File: src/rtl/sum_display_driver.sv
// Converts an 8-bit sum to 3-digit BCD (double-dabble) and scans it onto a 4-digit
// multiplexed 7-segment display. Define SUM_LEADING_BLANK_EN to blank leading zeros.
module sum_display_driver #(
    parameter int unsigned REFRESH_DIV = 100000
) (
    input  logic        clk,
    input  logic        rst_n,
    input  logic [7:0]  val_in,
    input  logic        load,
    output logic        busy,
    output logic [11:0] bcd_out,
    output logic [3:0]  an,
    output logic [6:0]  seg,
    output logic        dp
);

    localparam int unsigned CNT_W = (REFRESH_DIV > 1) ? $clog2(REFRESH_DIV) : 1;
    localparam int unsigned BIN_W = 8;
    localparam int unsigned BCD_W = 12;
    localparam int unsigned DD_W  = BCD_W + BIN_W;

    typedef enum logic {IDLE, CONV} state_t;

    state_t             state, state_nxt;
    logic [DD_W-1:0]    dd, dd_nxt, dd_step;
    logic [2:0]         iter, iter_nxt;
    logic               busy_nxt;
    logic [BCD_W-1:0]   bcd_out_nxt;

    logic [CNT_W-1:0]   refresh_cnt;
    logic [1:0]         digit_idx;
    logic [3:0]         digit;
    logic               blank;
    logic [3:0]         an_nxt;
    logic [6:0]         seg_nxt;

    // One double-dabble step over {hundreds, tens, ones, binary}: adjust, then shift
    function automatic logic [DD_W-1:0] dabble(input logic [DD_W-1:0] v);
        logic [DD_W-1:0] t;
        t = v;
        for (int i = 0; i < 3; i++) begin
            if (t[BIN_W+4*i +: 4] >= 4'd5)
                t[BIN_W+4*i +: 4] = t[BIN_W+4*i +: 4] + 4'd3;
        end
        return {t[DD_W-2:0], 1'b0};
    endfunction

    function automatic logic [6:0] seg_decode(input logic [3:0] d);
        case (d)
            4'd0:    return 7'b1000000;
            4'd1:    return 7'b1111001;
            4'd2:    return 7'b0100100;
            4'd3:    return 7'b0110000;
            4'd4:    return 7'b0011001;
            4'd5:    return 7'b0010010;
            4'd6:    return 7'b0000010;
            4'd7:    return 7'b1111000;
            4'd8:    return 7'b0000000;
            4'd9:    return 7'b0010000;
            default: return 7'b1111111;
        endcase
    endfunction

    always_ff @(posedge clk or negedge rst_n) begin
        if (!rst_n) begin
            state   <= IDLE;
            dd      <= '0;
            iter    <= '0;
            busy    <= 1'b0;
            bcd_out <= '0;
        end else begin
            state   <= state_nxt;
            dd      <= dd_nxt;
            iter    <= iter_nxt;
            busy    <= busy_nxt;
            bcd_out <= bcd_out_nxt;
        end
    end

    // Conversion FSM; the eighth step's result is written straight to bcd_out
    always_comb begin
        state_nxt   = state;
        dd_nxt      = dd;
        iter_nxt    = iter;
        busy_nxt    = busy;
        bcd_out_nxt = bcd_out;
        dd_step     = dabble(dd);
        case (state)
            IDLE: begin
                if (load) begin
                    state_nxt = CONV;
                    dd_nxt    = {BCD_W'(0), val_in};
                    iter_nxt  = '0;
                    busy_nxt  = 1'b1;
                end
            end
            CONV: begin
                dd_nxt   = dd_step;
                iter_nxt = iter + 3'd1;
                if (iter == 3'd7) begin
                    state_nxt   = IDLE;
                    busy_nxt    = 1'b0;
                    bcd_out_nxt = dd_step[DD_W-1:BIN_W];
                end
            end
        endcase
    end

    always_ff @(posedge clk or negedge rst_n) begin
        if (!rst_n) begin
            refresh_cnt <= '0;
            digit_idx   <= '0;
        end else if (refresh_cnt == CNT_W'(REFRESH_DIV - 1)) begin
            refresh_cnt <= '0;
            digit_idx   <= (digit_idx == 2'd2) ? 2'd0 : digit_idx + 2'd1;
        end else begin
            refresh_cnt <= refresh_cnt + CNT_W'(1);
        end
    end

    always_comb begin
        digit  = 4'd0;
        blank  = 1'b0;
        an_nxt = 4'b1111;
        case (digit_idx)
            2'd0: begin
                digit  = bcd_out[3:0];
                an_nxt = 4'b1110;
            end
            2'd1: begin
                digit  = bcd_out[7:4];
                an_nxt = 4'b1101;
`ifdef SUM_LEADING_BLANK_EN
                blank  = (bcd_out[11:4] == 8'd0);
`endif
            end
            2'd2: begin
                digit  = bcd_out[11:8];
                an_nxt = 4'b1011;
`ifdef SUM_LEADING_BLANK_EN
                blank  = (bcd_out[11:8] == 4'd0);
`endif
            end
            default: blank = 1'b1;
        endcase
        seg_nxt = blank ? 7'b1111111 : seg_decode(digit);
        if (blank)
            an_nxt = 4'b1111;
    end

    always_ff @(posedge clk or negedge rst_n) begin
        if (!rst_n) begin
            an  <= 4'b1111;
            seg <= 7'b1111111;
        end else begin
            an  <= an_nxt;
            seg <= seg_nxt;
        end
    end

    assign dp = 1'b1;

endmodule

File: config.mk
export PLATFORM = sky130hd
export DESIGN_NAME = sum_display_driver
export DESIGN_NICKNAME = d
export VERILOG_FILES = /design/src/rtl/sum_display_driver.sv
export SDC_FILE = /design/constraint.sdc
export NUM_CORES = 1
export LEC_CHECK = 0
export ABC_AREA = 1
export CAP_MARGIN = 20
export CORE_AREA = 2 2 110 112
export DETAILED_ROUTE_END_ITERATION = 10
export DIE_AREA = 0 0 112 114
export SYNTH_ARGS = -nofsm -noshare
export SYNTH_HDL_FRONTEND = slang
export SYNTH_SLANG_ARGS = --single-unit
File: constraint.sdc
create_clock -name clk -period 3.05 [get_ports clk]
set_input_delay 0.61 -clock clk [delete_from_list [all_inputs] [get_ports clk]]
set_output_delay 0.61 -clock clk [all_outputs]
set_load 0.01 [all_outputs]
==> metrics.md, run 1 <==
| Metric | Value |
|---|---|
| Status | complete, no violations |
| ANT cells | 0 |
| # setup viols final | 0 |
| Row cnt | 40 |
| Layout Nets | 487 |
| Critical R2R Capture | dd[7]$_DFFE_PN0P_ |
| I/O pin cnt | 36 |
| Peak supply drop | 337 uV |
| Clk slew on worst S/H paths | 0.06 ns |
| Pre-CTS WS | 1.11 ns |
| CTS sink cnt | 66 |
| Pins Over Slew Limit | 0 |
| Crit path max-delay family | buffers and inverters |
| Root buffer cell | clkbuf_16 |
| Vias in the first global route | 2676 |
| Critical path fanouts, max | 1 |
| DR DRC count | 0 |
| Synthesized area | 3370 um2 |
| WHS | 0.228 ns |
| Number of synthesized register bits | 66 |
| Dpl hpwl | 5270 um |
| Setup bufs post-CTS | 0 |
| Leakage Power | 2.02 nW |
| Power per standard cell area | 905 nW/um2 |
| Placed insts | 598 |
| Final min period | 1.98 ns |
| Die height | 114 um |
| Crit. End Element | primary output |
| H-tree Lvls | 3 |
| YS warnings | 0 |
| # hold bufs at CTS | 0 |
| Post-route ant nets | 0 |
| Max Root-Sink Buffers | 2 |
| Tot GR Track Use | 12.0% |
| RSZ-0062 raised after global routing | no |
| Layout cells sized above 1 | 9.42% |
| WP buf/inv | 1 |
| Synth area leaders | dfrtp_1 42%, nand2_1 15%, dfstp_2 7.8%, inv_1 6.2%, ha_1 5.2% |
| Placeable Area | 11700 um2 |
| Crit-path cells | clkdlybuf4s50_1 |
| Arr. time, crit path | 1.37 ns |
| Wirelength per Cell | 11.5 um |
| Top_reg_cell synth | dfrtp_1 |
| Max_cap viols | 0 |
| Fin crit share | 64.9% |
| Max Fclk | 505 MHz |
| Syn-to-layout area delta | 23.7% |
| Setup CP Type | flip-flop to primary output |
| FF-to-FF path depth | 5 |
| Setup TNS | 0 ns |
| Most frequent cells after synthesis | 138 x nand2_1, 56 x dfrtp_1, 56 x inv_1 |
| Clk_lat worst skew | 0.33 ns |
| Seq/Total Area, Yosys | 49.3% |
| Die area | 12800 um2 |
| Max incr delay on CP | 0.53 ns |
| # fillers | 1218 |
| Inserted Clock Buffers | 9 |
| Slew at the pin with the worst max-slew slack | 0.536 ns |
| Non-Filler Instances | 614 |
| Worst setup margin | 1.07 ns |
| Largest net degree at the start of global routing | 29 |
| Synth area leader | dfrtp_1 |
| Async S/R FF share, synth | 100% |
| Via count | 2770 |
| Initial DRC count | 114 |
| Port-buffer cells | 33 |
| Vias per cell | 4.51 |
| Startpoint Class | flip-flop |
| GRT overflow | 0 |
| CTS tree | yes |
| Chip Width | 112 um |
| Clock skew | 0.0101 ns |
| Post-synth cell types | 28 |
| Normalized max-slew margin | 64.3% |
| Gate count of the mapped netlist | 421 |
| Worst path required time | 2.44 ns |
| Post-Syn Area per Cell | 8.02 um2 |
| Antenna violations before repair | 0 |
| Slowest cell on the critical path | clkdlybuf4s50_1 |
| Worst R2R Start | state$_DFF_PN0_ |
| Post-synth EDFFs | 0 |
| Starting Density | 28.8% |
| Top-count cell post-synth | nand2_1 |
| Post-CTS sizing | 0 |
| HP Class | input port to async pin |
| Gpl congestion | 0.823 |
| Post-Route WL | 7050 um |
| TritonRoute pass-1 iters | 4 |
| First-pass GRT wire length | 12400 um |
| R2R setup slack | 1.21 ns |
| Top cell type's share of synthesized area | 41.5% |
| Final hold viol count | 0 |
cells by family after synthesis:
logic type	Yosys count	share of synthesized area [%]
other	1	0.111
AOI/OAI and AO/OA	42	7.19
adders and majority gates	14	5.19
buffers and inverters	69	8.12
DFF	66	49.3
and+or+nand+nor	221	28.0
xor gates and xnor gates	8	2.08
layout make-up:
type,count,area (um2),area share [%]
clock buffers,9,225,5.40
clock inverters,7,76.3,1.83
inverters,61,229,5.49
multi-input cells,287,1440,34.5
flip-flops and latches,66,1660,39.9
well taps,147,184,4.41
repair buffers,37,355,8.51
power by group:
group | total [W] | switching [W] | internal [W] | leakage (nW)
combinational | 0.00135 | 0.000763 | 0.000588 | 1.06
sequential | 0.00140 | 0.000213 | 0.00118 | 0.819
clock | 0.00103 | 0.000394 | 0.000637 | 0.142
total | 0.00378 | 0.00137 | 0.00241 | 2.02
layout by cell type, fill, tap and decap left out:
master             n
nor2_4             2
xor2_1             8
nand3_1           32
o21ai_2            1
o211ai_1           3
ha_1              14
nor2_2             4
nor3_1             1
inv_1             56
buf_2              1
clkinvlp_4         2
inv_2              3
nor2_1            32
o21bai_1           3
clkdlybuf4s50_1   32
dfrtp_1           56
dfstp_2           10
a21oi_1            3
clkinv_1           2
o22ai_1            5
nand3_4            1
clkinv_2           1
inv_6              2
clkbuf_16          9
o21ai_0           25
nand3_2            2
buf_4              4
bufinv_16          1
nand2_1          138
clkinv_4           1
a22o_1             2
nand4_1            9
conb_1             2
worst max path at each step:
stage | from | to | depth (start not counted)
3_3_place_gp | load | dd[10]$_DFFE_PN0P_ | 5
4_1_cts | an[0]$_DFF_PN1_ | an[0] | 1
3_5_place_dp | load | dd[10]$_DFFE_PN0P_ | 5
6_report | an[0]$_DFF_PN1_ | an[0] | 1
2_1_floorplan | digit_idx[1]$_DFFE_PN0N_ | seg[3]$_DFF_PN1_ | 10
5_1_grt | seg[3]$_DFF_PN1_ | seg[3] | 1
sequential cells by signal, summed over array words and instances, names as in the netlist:
signal	flops
an	3
iter	3
refresh_cnt	17
busy	1
bcd_out	12
digit_idx	2
seg	7
dd	20
state	1
metal layers:
metal | global-route usage (%) | share of wire [%] | up-vias
met2 | 19.5 | 46 | 57
met4 | 5.53 | 2.1 | 0
met5 | 0 | 0 | -
li1 | - | - | 1408
met3 | 2.92 | 4.0 | 11
met1 | 15.2 | 48 | 1294
per-stage QoR:
step	power, W	util (%)	area [um2]
final	0.00378	35.6	4170
after global routing	0.00410	35.6	4170
after global placement	0.00272	33.1	3870
after detailed placement	0.00278	33.1	3870
after floorplan	0.00225	-	3380
after CTS	0.00384	35.6	4170
No activity file was read; power rests on OpenSTA's default activity.
==> run 2: changes to the inputs <==
==> constraint.sdc (replaced) <==
create_clock -name clk -period 2.04 [get_ports clk]
set_input_delay 0.408 -clock clk [delete_from_list [all_inputs] [get_ports clk]]
set_output_delay 0.408 -clock clk [all_outputs]
set_load 0.01 [all_outputs]
==> run 2 against run 1 <==
Effect of this change: cell area up 1.5%; power up 56%; clock skew is 0.0034 ns lower; non-clock buffer count rose by 1; register-to-register slack got worse by 0.86 ns; worst setup slack lost 0.80 ns; via count down 0.90%; largest cell class unchanged.
==> metrics.md, run 2 (synthesis gave the netlist of run 1 again) <==
| Metric | Value |
|---|---|
| Largest register FFs | 20 |
| Crit. End Element | primary output |
| Post-Route WL | 6970 um |
| Max Root-Sink Buffers | 2 |
| # setup viols final | 0 |
| Most frequent cells in the layout | 138 x nand2_1, 56 x inv_1, 56 x dfrtp_1 |
| Register Area | 1660 um2 |
| Antenna violations before repair | 0 |
| # hold bufs at CTS | 0 |
| Worst R2R Start | digit_idx[1]$_DFFE_PN0N_ |
| Initial DRC count | 123 |
| GRT overflow | 0 |
| WP buf/inv | 1 |
| Setup TNS | 0 ns |
| CTS sink cnt | 66 |
| Layout cells sized above 1 | 9.40% |
| Vias in the first global route | 2747 |
| Setup CP Type | flip-flop to primary output |
| Starting Density | 28.8% |
| Cell Area, Placed | 3890 um2 |
| DR DRC count | 0 |
| HP Class | input port to async pin |
| Chip Width | 112 um |
| Crit. Startpoint | seg[1]$_DFF_PN1_ |
| # fillers | 1220 |
| Slowest cell on the critical path | clkdlybuf4s50_1 |
| Syn-to-layout area delta | 25.5% |
| Commonest non-fill, non-tap cell in the layout | nand2_1 |
| Post-route ant nets | 0 |
| Pins Over Slew Limit | 0 |
| H-tree Lvls | 3 |
| Startpoint Class | flip-flop |
| Die area | 12800 um2 |
| Final hold viol count | 0 |
| Crit-path cells | clkdlybuf4s50_1 |
| Via count | 2745 |
| Crit path max-delay family | buffers and inverters |
| First-pass GRT wire length | 12300 um |
| FF-to-FF path depth | 9 |
| Critical path fanouts, max | 1 |
| Placeable Area | 11700 um2 |
| Pwr Total | 0.00590 W |
| Post-CTS sizing | 0 |
| Tot GR Track Use | 11.9% |
| Peak supply drop | 542 uV |
| CTS tree | yes |
| Max incr delay on CP | 0.52 ns |
| Root buffer cell | clkbuf_16 |
| Post-route cell area | 4240 um2 |
| Die height | 114 um |
| Largest net degree at the start of global routing | 67 |
| Top flop regs | dd x20, refresh_cnt x17, bcd_out x12 |
| Port-buffer cells | 33 |
| Clk_lat worst skew | 0.33 ns |
| Vias per cell | 4.46 |
| I/O pin cnt | 36 |
| Dpl hpwl | 5090 um |
| Arr. time, crit path | 1.36 ns |
| ANT cells | 0 |
| Setup bufs post-CTS | 0 |
| Wirelength per Cell | 11.3 um |
| Clock skew | 0.00672 ns |
| Inserted Clock Buffers | 9 |
| RSZ-0062 raised after global routing | no |
| Max_cap viols | 0 |
| Final min period | 1.77 ns |
| Layout Nets | 488 |
| Fin crit share | 86.8% |
| Multi-input logic area | 1440 um2 |
| Max Fclk | 565 MHz |
| Gpl congestion | 0.805 |
| Row cnt | 40 |
| Largest Register | dd |
| Status | complete, no violations |
| Leakage Power | 2.05 nW |
| Worst path required time | 1.63 ns |
| Clk slew on worst S/H paths | 0.06 ns |
| Critical R2R Capture | seg[3]$_DFF_PN1_ |
| Power per standard cell area | 1390 nW/um2 |
| R2R setup slack | 0.35 ns |
| TritonRoute pass-1 iters | 4 |
-- run 2: changes by cell type in the layout (fill, tap and decap cells not counted), sizes merged --
cell	delta
buf	+1
bufinv	+2
clkbuf	+1
clkinv	-2
inv	-1
-- run 2: how the worst max path moves through the flow --
stage / endpoint / cells past startpoint
3_3_place_gp: seg[3]$_DFF_PN1_ / 9
5_1_grt: seg[0]$_DFF_PN1_ / 9
3_5_place_dp: seg[3]$_DFF_PN1_ / 9
4_1_cts: seg[1] / 1
6_report: seg[1] / 1
2_1_floorplan: seg[3]$_DFF_PN1_ / 10
-- run 2: power by group --
part / internal (W) / total, W / switching (W)
clock: 0.00120 / 0.00177 / 0.000570
combinational: 0.000905 / 0.00208 / 0.00117
sequential: 0.00177 / 0.00205 / 0.000283
total: 0.00387 / 0.00590 / 0.00203
-- run 2: stage by stage --
step	util (%)	cells	worst slack (ns)	hold WS, ns
after floorplan	-	422	0.540	0.112
final	36.2	615	0.269	0.0922
after global placement	33.2	599	0.437	0.446
after detailed placement	33.2	599	0.389	0.464
after global routing	36.2	615	0.189	0.126
after CTS	36.2	615	0.249	0.113
-- run 2: cell type report --
class | count | area share (%)
clock inverters | 6 | 2.69
inverters | 61 | 5.41
clock buffers | 10 | 5.41
multi-input cells | 287 | 34.0
well taps | 147 | 4.34
repair buffers | 38 | 8.86
flip-flops and latches | 66 | 39.3
-- run 2: layer usage --
| layer | track usage (%) | share of wire, % | up-vias |
|---|---|---|---|
| li1 | - | - | 1410 |
| met1 | 15.2 | 49 | 1261 |
| met2 | 19.4 | 45 | 63 |
| met3 | 2.66 | 4.1 | 11 |
| met4 | 5.37 | 2.0 | 0 |
| met5 | 0 | 0 | - |
==> run 3: changes to the inputs <==
--- a/config.mk
+++ b/config.mk
@@ -10,6 +10,8 @@
 export CORE_AREA = 2 2 110 112
 export DETAILED_ROUTE_END_ITERATION = 10
 export DIE_AREA = 0 0 112 114
+export PLACE_DENSITY = 0.52
 export SYNTH_ARGS = -nofsm -noshare
 export SYNTH_HDL_FRONTEND = slang
 export SYNTH_SLANG_ARGS = --single-unit
+export TNS_END_PERCENT = 30
==> run 3 against run 2 <==
Effect of this change: power fell by 1.1%; clock-buffer cell count did not move; sequential power barely moved; critical path type unchanged; largest cell class unchanged.
==> metrics.md, run 3 (synthesis gave the netlist of run 1 again) <==
| Metric | Value |
|---|---|
| I/O pin cnt | 36 |
| Leakage Power | 2.05 nW |
| Largest register FFs | 20 |
| Dpl hpwl | 5510 um |
| GRT overflow | 0 |
| Commonest non-fill, non-tap cell in the layout | nand2_1 |
| Max_cap viols | 0 |
| Worst R2R Start | digit_idx[1]$_DFFE_PN0N_ |
| Critical R2R Capture | seg[3]$_DFF_PN1_ |
| CTS sink cnt | 66 |
| Max Fclk | 564 MHz |
| DR DRC count | 0 |
| Wirelength per Cell | 12.1 um |
| TritonRoute pass-1 iters | 4 |
| Layout cells sized above 1 | 9.81% |
| Vias per cell | 4.47 |
| Die area | 12800 um2 |
| Fin crit share | 86.9% |
| Peak supply drop | 804 uV |
| Via count | 2754 |
| Post-route ant nets | 0 |
| Placeable Area | 11700 um2 |
| Clock skew | 0.00877 ns |
| Syn-to-layout area delta | 25.0% |
| HP Class | input port to async pin |
| Chip Width | 112 um |
| Startpoint Class | flip-flop |
| Clk_lat worst skew | 0.33 ns |
| Gpl congestion | 0.850 |
| Max incr delay on CP | 0.52 ns |
| # fillers | 1212 |
| Initial DRC count | 139 |
| Row cnt | 40 |
| Worst path required time | 1.63 ns |
| Crit path max-delay family | buffers and inverters |
| WP buf/inv | 1 |
| Inserted Clock Buffers | 9 |
| Slowest cell on the critical path | clkdlybuf4s50_1 |
| FF-to-FF path depth | 9 |
| Pins Over Slew Limit | 0 |
| Setup bufs post-CTS | 0 |
| Post-Route WL | 7430 um |
| Layout Nets | 489 |
| Port-buffer cells | 33 |
| Starting Density | 28.8% |
| Vias in the first global route | 2752 |
| # hold bufs at CTS | 0 |
| Final min period | 1.77 ns |
| Arr. time, crit path | 1.36 ns |
| CTS tree | yes |
| Final hold viol count | 0 |
| Post-route cell area | 4220 um2 |
| Largest Register | dd |
| Tot GR Track Use | 12.6% |
| Root buffer cell | clkbuf_16 |
| First-pass GRT wire length | 13000 um |
| Setup TNS | 0 ns |
| Cell Area, Placed | 3890 um2 |
| Top flop regs | dd x20, refresh_cnt x17, bcd_out x12 |
| # setup viols final | 0 |
| Most frequent cells in the layout | 138 x nand2_1, 56 x inv_1, 56 x dfrtp_1 |
| Power per standard cell area | 1380 nW/um2 |
| Critical path fanouts, max | 1 |
| Crit-path cells | clkdlybuf4s50_1 |
| Antenna violations before repair | 0 |
| R2R setup slack | 0.36 ns |
| Clk slew on worst S/H paths | 0.06 ns |
| H-tree Lvls | 3 |
| Die height | 114 um |
| Status | complete, no violations |
| RSZ-0062 raised after global routing | no |
| Crit. End Element | primary output |
| ANT cells | 0 |
| Setup CP Type | flip-flop to primary output |
| Largest net degree at the start of global routing | 38 |
| Post-CTS sizing | 0 |
| Max Root-Sink Buffers | 2 |
-- run 3: power by group --
| part | switching (W) | internal [W] | total [W] | leakage, nW |
|---|---|---|---|---|
| logic | 0.00117 | 0.000904 | 0.00207 | 1.07 |
| registers | 0.000305 | 0.00177 | 0.00208 | 0.819 |
| clock network | 0.000584 | 0.00110 | 0.00169 | 0.159 |
-- run 3: cell type report --
cell class,count,area [um2],area share (%)
Timing Repair Buffer,39,370,8.78
Inverter,61,229,5.43
Clock buffer,10,239,5.67
Sequential cell,66,1660,39.5
Tap cell,147,184,4.36
Multi-Input combinational cell,287,1440,34.2
Clock inverter,6,90.1,2.14
-- run 3: worst reg2reg max path: stages, from the launching register on --
cell and delay, ns:
dfrtp_1 0.51, nor2_2 0.25, nand2_1 0.08, nand3_1 0.14, inv_1 0.10, ha_1 0.28
inv_1 0.05, nand2_1 0.06, nand3_1 0.08, nand2_1 0.05
-- run 3: worst max path at each step --
stage | cells after the start | endpoint | from | slack (ns)
floorplan | 10 | seg[3]$_DFF_PN1_ | digit_idx[1]$_DFFE_PN0N_ | 0.54
global placement | 9 | seg[3]$_DFF_PN1_ | digit_idx[1]$_DFFE_PN0N_ | 0.44
detailed placement | 9 | seg[3]$_DFF_PN1_ | digit_idx[1]$_DFFE_PN0N_ | 0.38
CTS | 1 | an[2] | an[2]$_DFF_PN1_ | 0.25
global route | 9 | seg[3]$_DFF_PN1_ | digit_idx[1]$_DFFE_PN0N_ | 0.14
finish | 1 | seg[1] | seg[1]$_DFF_PN1_ | 0.27
-- run 3: stage by stage --
step	instances	power, W	setup slack [ns]	util [%]	hold WS, ns
floorplan	422	0.00336	0.540	-	0.112
global placement	600	0.00415	0.441	33.2	0.445
detailed placement	600	0.00419	0.383	33.2	0.460
CTS	616	0.00592	0.245	36.0	0.108
global route	616	0.00631	0.140	36.0	0.136
finish	616	0.00584	0.267	36.0	0.0931
-- run 3: routing by layer --
metal  share of wire, %  routed length (um)  up-vias  track usage [%]
li1                   -                   -     1414                -
met1                 46                3450     1291             15.8
met2                 49                3610       41             21.1
met3                3.8                 285        8             3.93
met4                1.1                  83        0             3.66
met5                  0                   0        -                0
